==> src/rtl/mips_pipeline_fetch_stage_pkg.sv <==
// Shared MIPS pipeline types for the fetch stage.
//   MIPS_TYPE_WORD_*              : machine word width/type
//   MIPS_PIPELINE_FETCH_STATE_*   : fetch FSM state width/type
//   MIPS_PIPELINE_IFID_*          : IF/ID bundle field extraction
//   data_control_control_t        : clock/reset control bundle
//   if_id_t                       : IF/ID pipeline payload
//   util_math_log2                : ceil(log2(n)) for address widths
`ifndef MIPS_PIPELINE_FETCH_STAGE_PKG_SV
`define MIPS_PIPELINE_FETCH_STAGE_PKG_SV

`define MIPS_TYPE_WORD_W 32
`define MIPS_TYPE_WORD_T logic [`MIPS_TYPE_WORD_W-1:0]

`define MIPS_PIPELINE_FETCH_STATE_W 2
`define MIPS_PIPELINE_FETCH_STATE_T logic [`MIPS_PIPELINE_FETCH_STATE_W-1:0]

`define MIPS_PIPELINE_IFID_INSTRUCTION(b) (b.instruction)
`define MIPS_PIPELINE_IFID_PC(b)          (b.pc)
`define MIPS_PIPELINE_IFID_PC_PLUS4(b)    (b.pc_plus4)
`define MIPS_PIPELINE_IFID_VALID(b)       (b.valid)

package mips_pipeline_fetch_stage_pkg;

   localparam int unsigned WORD_W = `MIPS_TYPE_WORD_W;

   typedef `MIPS_TYPE_WORD_T word_t;

   typedef enum `MIPS_PIPELINE_FETCH_STATE_T {
      ST_PRIME = 2'd0,
      ST_RUN   = 2'd1,
      ST_FAULT = 2'd2
   } fetch_state_e;

   typedef struct packed {
      logic clock;
      logic reset;
   } data_control_control_t;

   typedef struct packed {
      word_t instruction;
      word_t pc;
      word_t pc_plus4;
      logic  valid;
   } if_id_t;

   // Smallest r with 2**r >= n.
   function automatic int unsigned util_math_log2(input int unsigned n);
      int unsigned r;
      r = 0;
      for (int unsigned i = 0; i < 32; i++) begin
         if ((64'd1 << i) < 64'(n)) r = i + 1;
      end
      return r;
   endfunction

endpackage

`endif

==> src/rtl/mips_pipeline_fetch_stage_next_pc.sv <==
// Combinational next-PC selection and fetch-address checker.
//   state         : current fetch FSM state
//   pc            : current fetch PC (byte address)
//   redirect      : taken branch/jump target valid
//   stall         : hold PC
//   redirect_addr : redirect byte target
//   pc_next_c     : selected next PC
//   bad_c         : next PC is misaligned or beyond the ROM (RUN only)
module mips_pipeline_fetch_stage_next_pc
   import mips_pipeline_fetch_stage_pkg::*;
#(
   parameter int unsigned ADDR_L   = 64,
   parameter word_t       RESET_PC = 32'h0000_0000
) (
   input  fetch_state_e state,
   input  logic [31:0]  pc,
   input  logic         redirect,
   input  logic         stall,
   input  logic [31:0]  redirect_addr,
   output logic [31:0]  pc_next_c,
   output logic         bad_c
);

   localparam word_t ROM_BYTES = word_t'(4 * ADDR_L);

   // Priority redirect > stall > sequential; full 32-bit arithmetic.
   always_comb begin
      pc_next_c = pc;
      bad_c     = 1'b0;
      unique case (state)
         ST_PRIME: pc_next_c = RESET_PC;
         ST_RUN: begin
            if (redirect)   pc_next_c = redirect_addr;
            else if (stall) pc_next_c = pc;
            else            pc_next_c = pc + 32'd4;
            bad_c = (pc_next_c[1:0] != 2'b00) || (pc_next_c >= ROM_BYTES);
         end
         default: pc_next_c = pc;
      endcase
   end

endmodule

==> src/rtl/mips_pipeline_fetch_stage.sv <==
// MIPS pipeline instruction fetch stage with synchronous-read ROM interface.
//   ctrl           : clock (rising edge) and async active-high reset bundle
//   stall          : hold PC, re-present current IF/ID output
//   flush          : kill instruction presented to decode
//   redirect       : fetch from redirect_addr next
//   redirect_addr  : redirect byte target
//   rom_addr       : ROM word address (from next PC)
//   rom_out        : ROM data for address presented on previous edge
//   id_instruction : instruction to decode
//   id_pc          : byte address of id_instruction
//   id_pc_plus4    : id_pc + 4
//   id_valid       : id_instruction is on-path and real
//   fault          : sticky fetch fault
//   fetch_count    : instructions accepted by decode
module mips_pipeline_fetch_stage
   import mips_pipeline_fetch_stage_pkg::*;
#(
   parameter int unsigned ADDR_L   = 64,
   parameter int unsigned ADDR_W   = util_math_log2(ADDR_L),
   parameter word_t       RESET_PC = 32'h0000_0000
) (
   input  data_control_control_t ctrl,
   input  logic                  stall,
   input  logic                  flush,
   input  logic                  redirect,
   input  logic [31:0]           redirect_addr,
   output logic [ADDR_W-1:0]     rom_addr,
   input  logic [31:0]           rom_out,
   output logic [31:0]           id_instruction,
   output logic [31:0]           id_pc,
   output logic [31:0]           id_pc_plus4,
   output logic                  id_valid,
   output logic                  fault,
   output logic [31:0]           fetch_count
);

   logic         clk;
   logic         rst;
   fetch_state_e state;
   fetch_state_e state_next;
   logic         valid_reg;
   logic         valid_d;
   logic         fault_d;
   logic [31:0]  pc;
   logic [31:0]  pc_next;
   logic         bad;
   if_id_t       ifid;

   assign clk = ctrl.clock;
   assign rst = ctrl.reset;

   mips_pipeline_fetch_stage_next_pc #(
      .ADDR_L   (ADDR_L),
      .RESET_PC (RESET_PC)
   ) u_next_pc (
      .state         (state),
      .pc            (pc),
      .redirect      (redirect),
      .stall         (stall),
      .redirect_addr (redirect_addr),
      .pc_next_c     (pc_next),
      .bad_c         (bad)
   );

   // FSM state and registered FSM outputs.
   always_ff @(posedge clk or posedge rst) begin
      if (rst) begin
         state     <= ST_PRIME;
         valid_reg <= 1'b0;
         fault     <= 1'b0;
      end else begin
         state     <= state_next;
         valid_reg <= valid_d;
         fault     <= fault_d;
      end
   end

   // Next state: one PRIME cycle, RUN until a bad fetch address, FAULT sticks.
   always_comb begin
      state_next = state;
      unique case (state)
         ST_PRIME: state_next = ST_RUN;
         ST_RUN:   if (bad) state_next = ST_FAULT;
         ST_FAULT: state_next = ST_FAULT;
         default:  state_next = ST_PRIME;
      endcase
   end

   // FSM outputs, registered so they track the state they describe.
   always_comb begin
      valid_d = 1'b0;
      fault_d = 1'b0;
      valid_d = (state_next == ST_RUN);
      fault_d = (state_next == ST_FAULT);
   end

   // PC loads next PC every edge; in FAULT next PC is pc, so it freezes.
   always_ff @(posedge clk or posedge rst) begin
      if (rst) pc <= RESET_PC;
      else     pc <= pc_next;
   end

   always_ff @(posedge clk or posedge rst) begin
      if (rst)                   fetch_count <= 32'd0;
      else if (id_valid && !stall) fetch_count <= fetch_count + 32'd1;
   end

   assign rom_addr = pc_next[ADDR_W+1:2];

   // A redirect or flush kills the wrong-path instruction in the same cycle.
   assign ifid = '{instruction: rom_out,
                   pc:          pc,
                   pc_plus4:    pc + 32'd4,
                   valid:       valid_reg & ~flush & ~redirect};

   assign id_instruction = `MIPS_PIPELINE_IFID_INSTRUCTION(ifid);
   assign id_pc          = `MIPS_PIPELINE_IFID_PC(ifid);
   assign id_pc_plus4    = `MIPS_PIPELINE_IFID_PC_PLUS4(ifid);
   assign id_valid       = `MIPS_PIPELINE_IFID_VALID(ifid);

endmodule

==> config.mk <==
export PLATFORM = sky130hd
export DESIGN_NAME = mips_pipeline_fetch_stage
export DESIGN_NICKNAME = d
export VERILOG_FILES = /design/src/rtl/mips_pipeline_fetch_stage_pkg.sv /design/src/rtl/mips_pipeline_fetch_stage_next_pc.sv /design/src/rtl/mips_pipeline_fetch_stage.sv
export SDC_FILE = /design/constraint.sdc
export NUM_CORES = 1
export LEC_CHECK = 0
export BUFFER_PORTS_ARGS = -buffer_cell sky130_fd_sc_hd__clkbuf_2
export CAP_MARGIN = 20
export CORE_UTILIZATION = 50
export CTS_BUF_LIST = sky130_fd_sc_hd__clkbuf_4 sky130_fd_sc_hd__clkbuf_8
export DETAILED_ROUTE_END_ITERATION = 8
export GPL_TIMING_DRIVEN = 0
export PLACE_DENSITY = 0.83
export SYNTH_ARGS = -nofsm -noshare
export SYNTH_HDL_FRONTEND = slang
export SYNTH_SLANG_ARGS = --single-unit
==> constraint.sdc <==
create_clock -name ctrl -period 3.48 [get_ports ctrl]
set_input_delay 0.348 -clock ctrl [delete_from_list [all_inputs] [get_ports ctrl]]
set_output_delay 0.348 -clock ctrl [all_outputs]
set_load 0.05 [all_outputs]
==> metrics.csv, run 1 <==
stage,metric,value,unit
layout,post-route insts no fill,973,
critical_path,type of the worst setup path,flop to flop,
power_and_ir_drop,maximum vdd drop,0.721,mV
routing,Vias,5547,
layout,register area,1700,um^2
critical_path,worst path required time,3.71,ns
synth,post-synthesis xor/xnor area fraction,13.3,%
layout,layout cell share with drive strength beyond 1,31.0,%
synth,asr flop ratio synth,100,%
synth,"Seq/Total Area, Yosys",35.0,%
run,maxcap violations,0,
clock_tree,clk_lat worst skew,0.36,ns
layout,"commonest non-fill, non-tap cell in the layout",clkbuf_2,
synth,largest family of logic cells by synthesized area,simple AND/OR/NAND/NOR gates,
synth,"EDFF count, synth",0,
timing,Final Hold Viols,0,
place,DP Wirelength,11500,um
power_and_ir_drop,total power,6290,uW
clock_tree,Post-CTS Setup Inserts,0,
routing,initial drt markers,352,
timing,Tcrit/Tclk final,94.8,%
timing,total negative slack,0,ns
synth,unique cell type count in the Yosys netlist,55,
routing,DRC viols,0,
grt,GRT Overall Usage,33.3,%
timing,hold_ws,0.277,ns
place,Inst Count DP,875,
power_and_ir_drop,P_leak,0.00343,uW
layout,most frequent cells in the layout,"clkbuf_2, inv_1, dfrtp_1",
timing,slew at the pin with the worst max-slew slack,0.719,ns
clock_tree,CTS tree,built,
die,core region area,9330,um^2
critical_path,crit end category,flop,
timing,RSZ-0062 raised after global routing,false,
timing,setup violators final,0,
layout,final net count,903,
grt,"Remaining Overflow, GRT",0,
die,die area,10100,um^2
synth,compound-gate portion of the synthesized area,13.0,%
clock_tree,hold buffers post-CTS,0,
routing,Detailed Route WL,16400,um
synth,Yosys Warn Count,0,
synth,Yosys reg bits,68,
die,IO Pins,205,
synth,mux contribution to synthesized area,2.70,%
routing,Vias/cell,5.70,
grt,vias in the first global route,5655,
grt,initial antenna violation count,0,
die,Die H,101,um
layout,Diodes inserted,0,
layout,Area Growth Syn to Fin,34.7,%
critical_path,startpoint types,flop,
timing,Worst slew margin,52.1,%
synth,Post-Synthesis Cells,575,
layout,fillcell total,814,
routing,drt pass-1 iters,5,
grt,largest net degree at the start of global routing,14,
synth,"Avg Cell Area, Syn",8.46,um^2
synth,Most used DFF post-synth,dfrtp_1,
power_and_ir_drop,Power Density,959,nW/um^2
timing,Setup Skew,0.0132,ns
synth,Mapped Nets,646,
min_path,HP Class,primary input to flop,
synth,post-synthesis adder-cell area fraction,0.514,%
clock_tree,Worst-path clk slew,0.08,ns
critical_path,Worst Path Max Fanout,9,
outcome,outcome,finished clean,
synth,Synth Area in Simple Gates,24.8,%
place,port bufs,171,
timing,f_max,0.303,GHz
layout,multi-input logic area,2640,um^2
critical_path,worst path arrival time,3.53,ns
routing,drt wl/cell,16.9,um
routing,Post-DRT Antenna Nets,0,
synth,Mapped Area,4870,um^2
timing,Final Critical Period,3.30,ns
place,Final GP Congestion,0.964,
grt,first-pass GRT wire length,25500,um
timing,"Slew Viols, Final",0,
die,row cnt,35,
die,Starting Density,52.2,%
die,die width,101,um
[routing by layer]
layer,up-vias,routed length (um),track usage (%)
met1,2569,6320,36.2
met2,396,7600,48.6
met3,60,1880,16.1
li1,2522,-,-
met4,0,628,28.1
met5,-,0,0.513
[worst paths after layout]
kind / from / to / slack (ns) / cells past startpoint
max: id_pc[2] / state[1] / 0.18 / 8
min: redirect_addr[0] / id_pc[0] / 0.28 / 2
max reg2reg: id_pc[2] / state[1] / 0.18 / 8
min reg2reg: fetch_count[31] / fetch_count[31] / 0.48 / 1
max in group asynchronous: ctrl[0] / id_pc[0] / 1.89 / 3
min in group asynchronous: ctrl[0] / fetch_count[2] / 1.45 / 3
[repair_timing]
action | 4_1_cts | 5_1_grt
gates resized for setup | 4 | 0
endpoints found under the setup margin | 5 | 5
pin swaps | 0 | 0
[synth_stat cells (2+ instances only)]
cell type  number  area share (%)
a22o_1         19             3.4
and4_1          5            0.90
o31ai_1         2            0.31
or4_1           5            0.77
nand4_1        21             2.7
xnor2_1        43             7.7
or3_1           7            0.90
nor2_1         40             3.1
dfrtp_1        68              35
ha_1            2            0.51
o32ai_1         2            0.36
a31oi_1         3            0.39
xor2_1         31             5.6
a32o_1          4            0.82
nand2b_1        8             1.0
buf_2           6            0.62
a21oi_1        11             1.1
nand3_1        28             2.9
buf_1           5            0.39
nor2b_1         6            0.77
or2_2           2            0.26
nand2_1        61             4.7
o21ai_0        18             1.9
o22ai_1        11             1.4
mux2i_1        12             2.5
inv_1           9            0.69
clkbuf_1       32             2.5
o31a_1          4            0.72
buf_4          42             6.5
and3_1          6            0.77
nor4_1         14             1.8
nor3_1         25             2.6
[through the flow]
step	instance area (um^2)	worst slack, ns	utilization [%]
3_3_place_gp	5880	-0.242	63.1
4_1_cts	6560	0.0990	70.3
6_report	6560	0.180	70.3
5_1_grt	6560	0.0293	70.3
2_1_floorplan	4870	0.0285	-
3_5_place_dp	5880	-0.210	63.1
[layout make-up]
type                       count  area share, %
tap                          129           2.46
clock buffer                  18           3.78
timing repair buffer         171           13.1
clock inverter                82           6.51
inverter                       9          0.515
multi-input combinational    412           40.3
buffer                        84           7.40
sequential                    68           26.0
[kinds of logic (layout without fill, tap and decap cells)]
logic type | Yosys count | in the layout
AOI/OAI and AO/OA | 88 | 88
xor gates and xnor gates | 74 | 74
adders and majority gates | 2 | 2
buffers and inverters | 95 | 364
DFF | 68 | 68
muxes | 13 | 13
and+or+nand+nor | 235 | 235
[worst max-delay path, cell delays in order (launching register included)]
cell       delay [ns]
dfrtp_1          0.50
ha_1             0.35
and4b_1          0.24
nand4_1          0.34
o311ai_1         0.35
o311ai_0         0.24
nor4_1           0.42
o2111ai_1        0.35
o31a_1           0.39
[power by group]
part	internal (uW)	leakage (uW)	total (uW)	switching (uW)
logic	834	0.00195	3320	2480
registers	881	0.000904	1110	229
clock network	847	0.000570	1860	1010
total	2560	0.00343	6290	3730
Power figures use the tool's default switching activity.
==> inputs of run 2 (changes only) <==
--- a/config.mk
+++ b/config.mk
@@ -7,11 +7,15 @@
 export LEC_CHECK = 0
 export BUFFER_PORTS_ARGS = -buffer_cell sky130_fd_sc_hd__clkbuf_2
 export CAP_MARGIN = 20
-export CORE_UTILIZATION = 50
+export CELL_PAD_IN_SITES_DETAIL_PLACEMENT = 1
+export CELL_PAD_IN_SITES_GLOBAL_PLACEMENT = 1
+export CORE_UTILIZATION = 36
 export CTS_BUF_LIST = sky130_fd_sc_hd__clkbuf_4 sky130_fd_sc_hd__clkbuf_8
+export CTS_CLUSTER_DIAMETER = 40
 export DETAILED_ROUTE_END_ITERATION = 8
+export GPL_ROUTABILITY_DRIVEN = 0
 export GPL_TIMING_DRIVEN = 0
-export PLACE_DENSITY = 0.83
+export PLACE_DENSITY_LB_ADDON = 0.1
 export SYNTH_ARGS = -nofsm -noshare
 export SYNTH_HDL_FRONTEND = slang
 export SYNTH_SLANG_ARGS = --single-unit
==> metrics.csv, run 2 (same netlist as run 1, synthesis figures left out) <==
stage,metric,value,unit,change
outcome,outcome,finished clean,,
power_and_ir_drop,Sequential Power Share,17.6,%,about the same
clock_tree,hold buffers post-CTS,0,,unchanged
routing,Post-DRT Antenna Nets,0,,unchanged
critical_path,critical path's slowest cell,nor4_1,,
critical_path,type of the worst setup path,flop to flop,,
die,core region area,13200,um^2,+41%
layout,final core occ,50.4,%,-20 points
power_and_ir_drop,Switch Pwr,3760,uW,+1.0%
layout,register area,1700,um^2,unchanged
power_and_ir_drop,Power Density,952,nW/um^2,-0.72%
timing,Tcrit/Tclk final,99.5,%,+4.7 points
critical_path,worst path arrival time,3.70,ns,+0.17 ns
power_and_ir_drop,clock power share,29.6,%,about the same
timing,"Slew Viols, Final",0,,unchanged
place,DP Area,5940,um^2,+1.0%
timing,Final Hold Viols,0,,unchanged
layout,final net count,907,,+0.44%
power_and_ir_drop,P_leak,0.00345,uW,+0.69%
grt,largest net degree at the start of global routing,13,,-1
layout,Diodes inserted,0,,unchanged
routing,drt wl/cell,18.1,um,+6.9%
grt,initial antenna violation count,0,,unchanged
die,IO Pins,205,,unchanged
critical_path,r2r setup slk,0.02,ns,-0.16 ns
die,row cnt,42,,+20%
routing,Vias/cell,5.37,,-5.7%
power_and_ir_drop,Int Power,2570,uW,+0.29%
layout,layout cell share with drive strength beyond 1,31.7,%,+0.68 points
die,die area,14000,um^2,+38%
layout,post-route insts no fill,1024,,+5.2%
critical_path,startpoint types,flop,,
die,die width,118,um,+17%
grt,"Remaining Overflow, GRT",0,,unchanged
power_and_ir_drop,switching share of total power,59.4,%,+0.17 points
layout,multi-input logic area,2650,um^2,+0.24%
layout,"commonest non-fill, non-tap cell in the layout",clkbuf_2,,
timing,Setup Skew,0.00960,ns,-0.00364 ns
place,port bufs,171,,unchanged
clock_tree,CTS tree,built,,
timing,hold_ws,0.253,ns,-0.0237 ns
routing,Detailed Route WL,18500,um,+13%
place,Inst Count DP,922,,+5.4%
timing,RSZ-0062 raised after global routing,false,,
die,Die H,118,um,+17%
power_and_ir_drop,share of power burned in combinational logic,52.8,%,about the same
layout,Area Growth Syn to Fin,36.7,%,
power_and_ir_drop,maximum vdd drop,0.509,mV,-29%
clock_tree,Worst-path clk slew,0.08,ns,about the same
critical_path,worst path required time,3.72,ns,about the same
place,DP Wirelength,13100,um,+14%
critical_path,Worst Path Max Fanout,10,,+1
routing,drt pass-1 iters,5,,unchanged
timing,setup violators final,0,,unchanged
grt,first-pass GRT wire length,29300,um,+15%
critical_path,CP Cell Sequence,"clkbuf_1, nand4_1, nor4_1, mux2i_1, o22a_1, nor4_1, o2111ai_1, o32ai_1",,
routing,initial drt markers,279,,-21%
run,maxcap violations,0,,unchanged
routing,Vias,5503,,-0.79%
critical_path,crit end category,flop,,
critical_path,cell mode on critical path,nor4_1,,
die,Starting Density,36.9,%,-15 points
routing,DRC viols,0,,unchanged
grt,GRT Overall Usage,27.6,%,-5.7 points
timing,Worst slew margin,53.6,%,+1.5 points
grt,vias in the first global route,6057,,+7.1%
layout,fillcell total,1725,,+110%
timing,Final Critical Period,3.46,ns,+0.164 ns
clock_tree,clk_lat worst skew,0.38,ns,+0.02 ns
layout,Final Cell Area,6650,um^2,+1.5%
critical_path,Crit path largest cell delay,0.54,ns,+0.04 ns
min_path,HP Class,primary input to flop,,
layout,most frequent cells in the layout,"clkbuf_2, inv_1, dfrtp_1",,
timing,f_max,0.289,GHz,-4.7%
timing,slew at the pin with the worst max-slew slack,0.696,ns,-0.0229 ns
## run 2: changes by cell type in the layout (fill, tap and decap cells not counted), sizes merged
cell	previous run	this run
buf	53	57
clkbuf	220	221
clkinv	4	6
clkinvlp	3	2
inv	81	79
## run 2: critical path: cells and delay by family (launching register included)
| family | cells | cell delay, ns |
|---|---|---|
| mux | 1 | 0.19 |
| compound gates | 3 | 1.05 |
| flops | 1 | 0.42 |
| simple gates | 3 | 1.30 |
| buf+inv | 1 | 0.36 |
## run 2: per-layer routing
layer,track usage [%],wire length (um),vias up
met3,12.0,1410,46
met5,0.368,0,-
met1,31.1,7760,2678
met4,19.5,539,0
met2,41.6,8780,247
li1,-,-,2532
## run 2: cell type report
class,count,share of cell area (%)
Buffer,84,7.32
Tap cell,176,3.31
Clock inverter,81,6.28
Sequential cell,68,25.6
Clock buffer,19,3.84
Inverter,9,0.508
Timing Repair Buffer,175,13.3
Multi-Input combinational cell,412,39.8
## run 2: what timing repair did
item / 4_1_cts / 5_1_grt
setup buffers: 2 / 2
cloned: 0 / 0
pin swaps: 0 / 1
setup endpoints to repair: 6 / 8
endpoints found under the hold margin: 0 / 0
resized for setup: 4 / 3
## run 2: final timing paths
kind	from	end	depth (start not counted)
max	id_pc[4]	valid_reg	8
max reg2reg	id_pc[4]	valid_reg	8
min in group asynchronous	ctrl[0]	id_pc[18]	3
min reg2reg	fetch_count[31]	fetch_count[31]	1
max in group asynchronous	ctrl[0]	id_pc[0]	3
min	redirect_addr[1]	id_pc[1]	2
## run 2: power groups by stage
stage                     clock [uW]  combinational (uW)  sequential (uW)
after floorplan                  230                1920             1560
after global placement           230                3280             1120
after detailed placement         230                3330             1130
after CTS                       1950                3340             1110
after global routing            2120                3520             1130
final                           1880                3340             1110
## run 2: stage by stage
| step | power (uW) | setup TNS, ns | setup WS [ns] |
|---|---|---|---|
| 2_1_floorplan | 3710 | 0 | 0.0285 |
| 3_3_place_gp | 4630 | -1.22 | -0.282 |
| 3_5_place_dp | 4690 | -1.36 | -0.276 |
| 4_1_cts | 6400 | 0 | 0.0644 |
| 5_1_grt | 6770 | 0 | 0.00819 |
| 6_report | 6330 | 0 | 0.0161 |
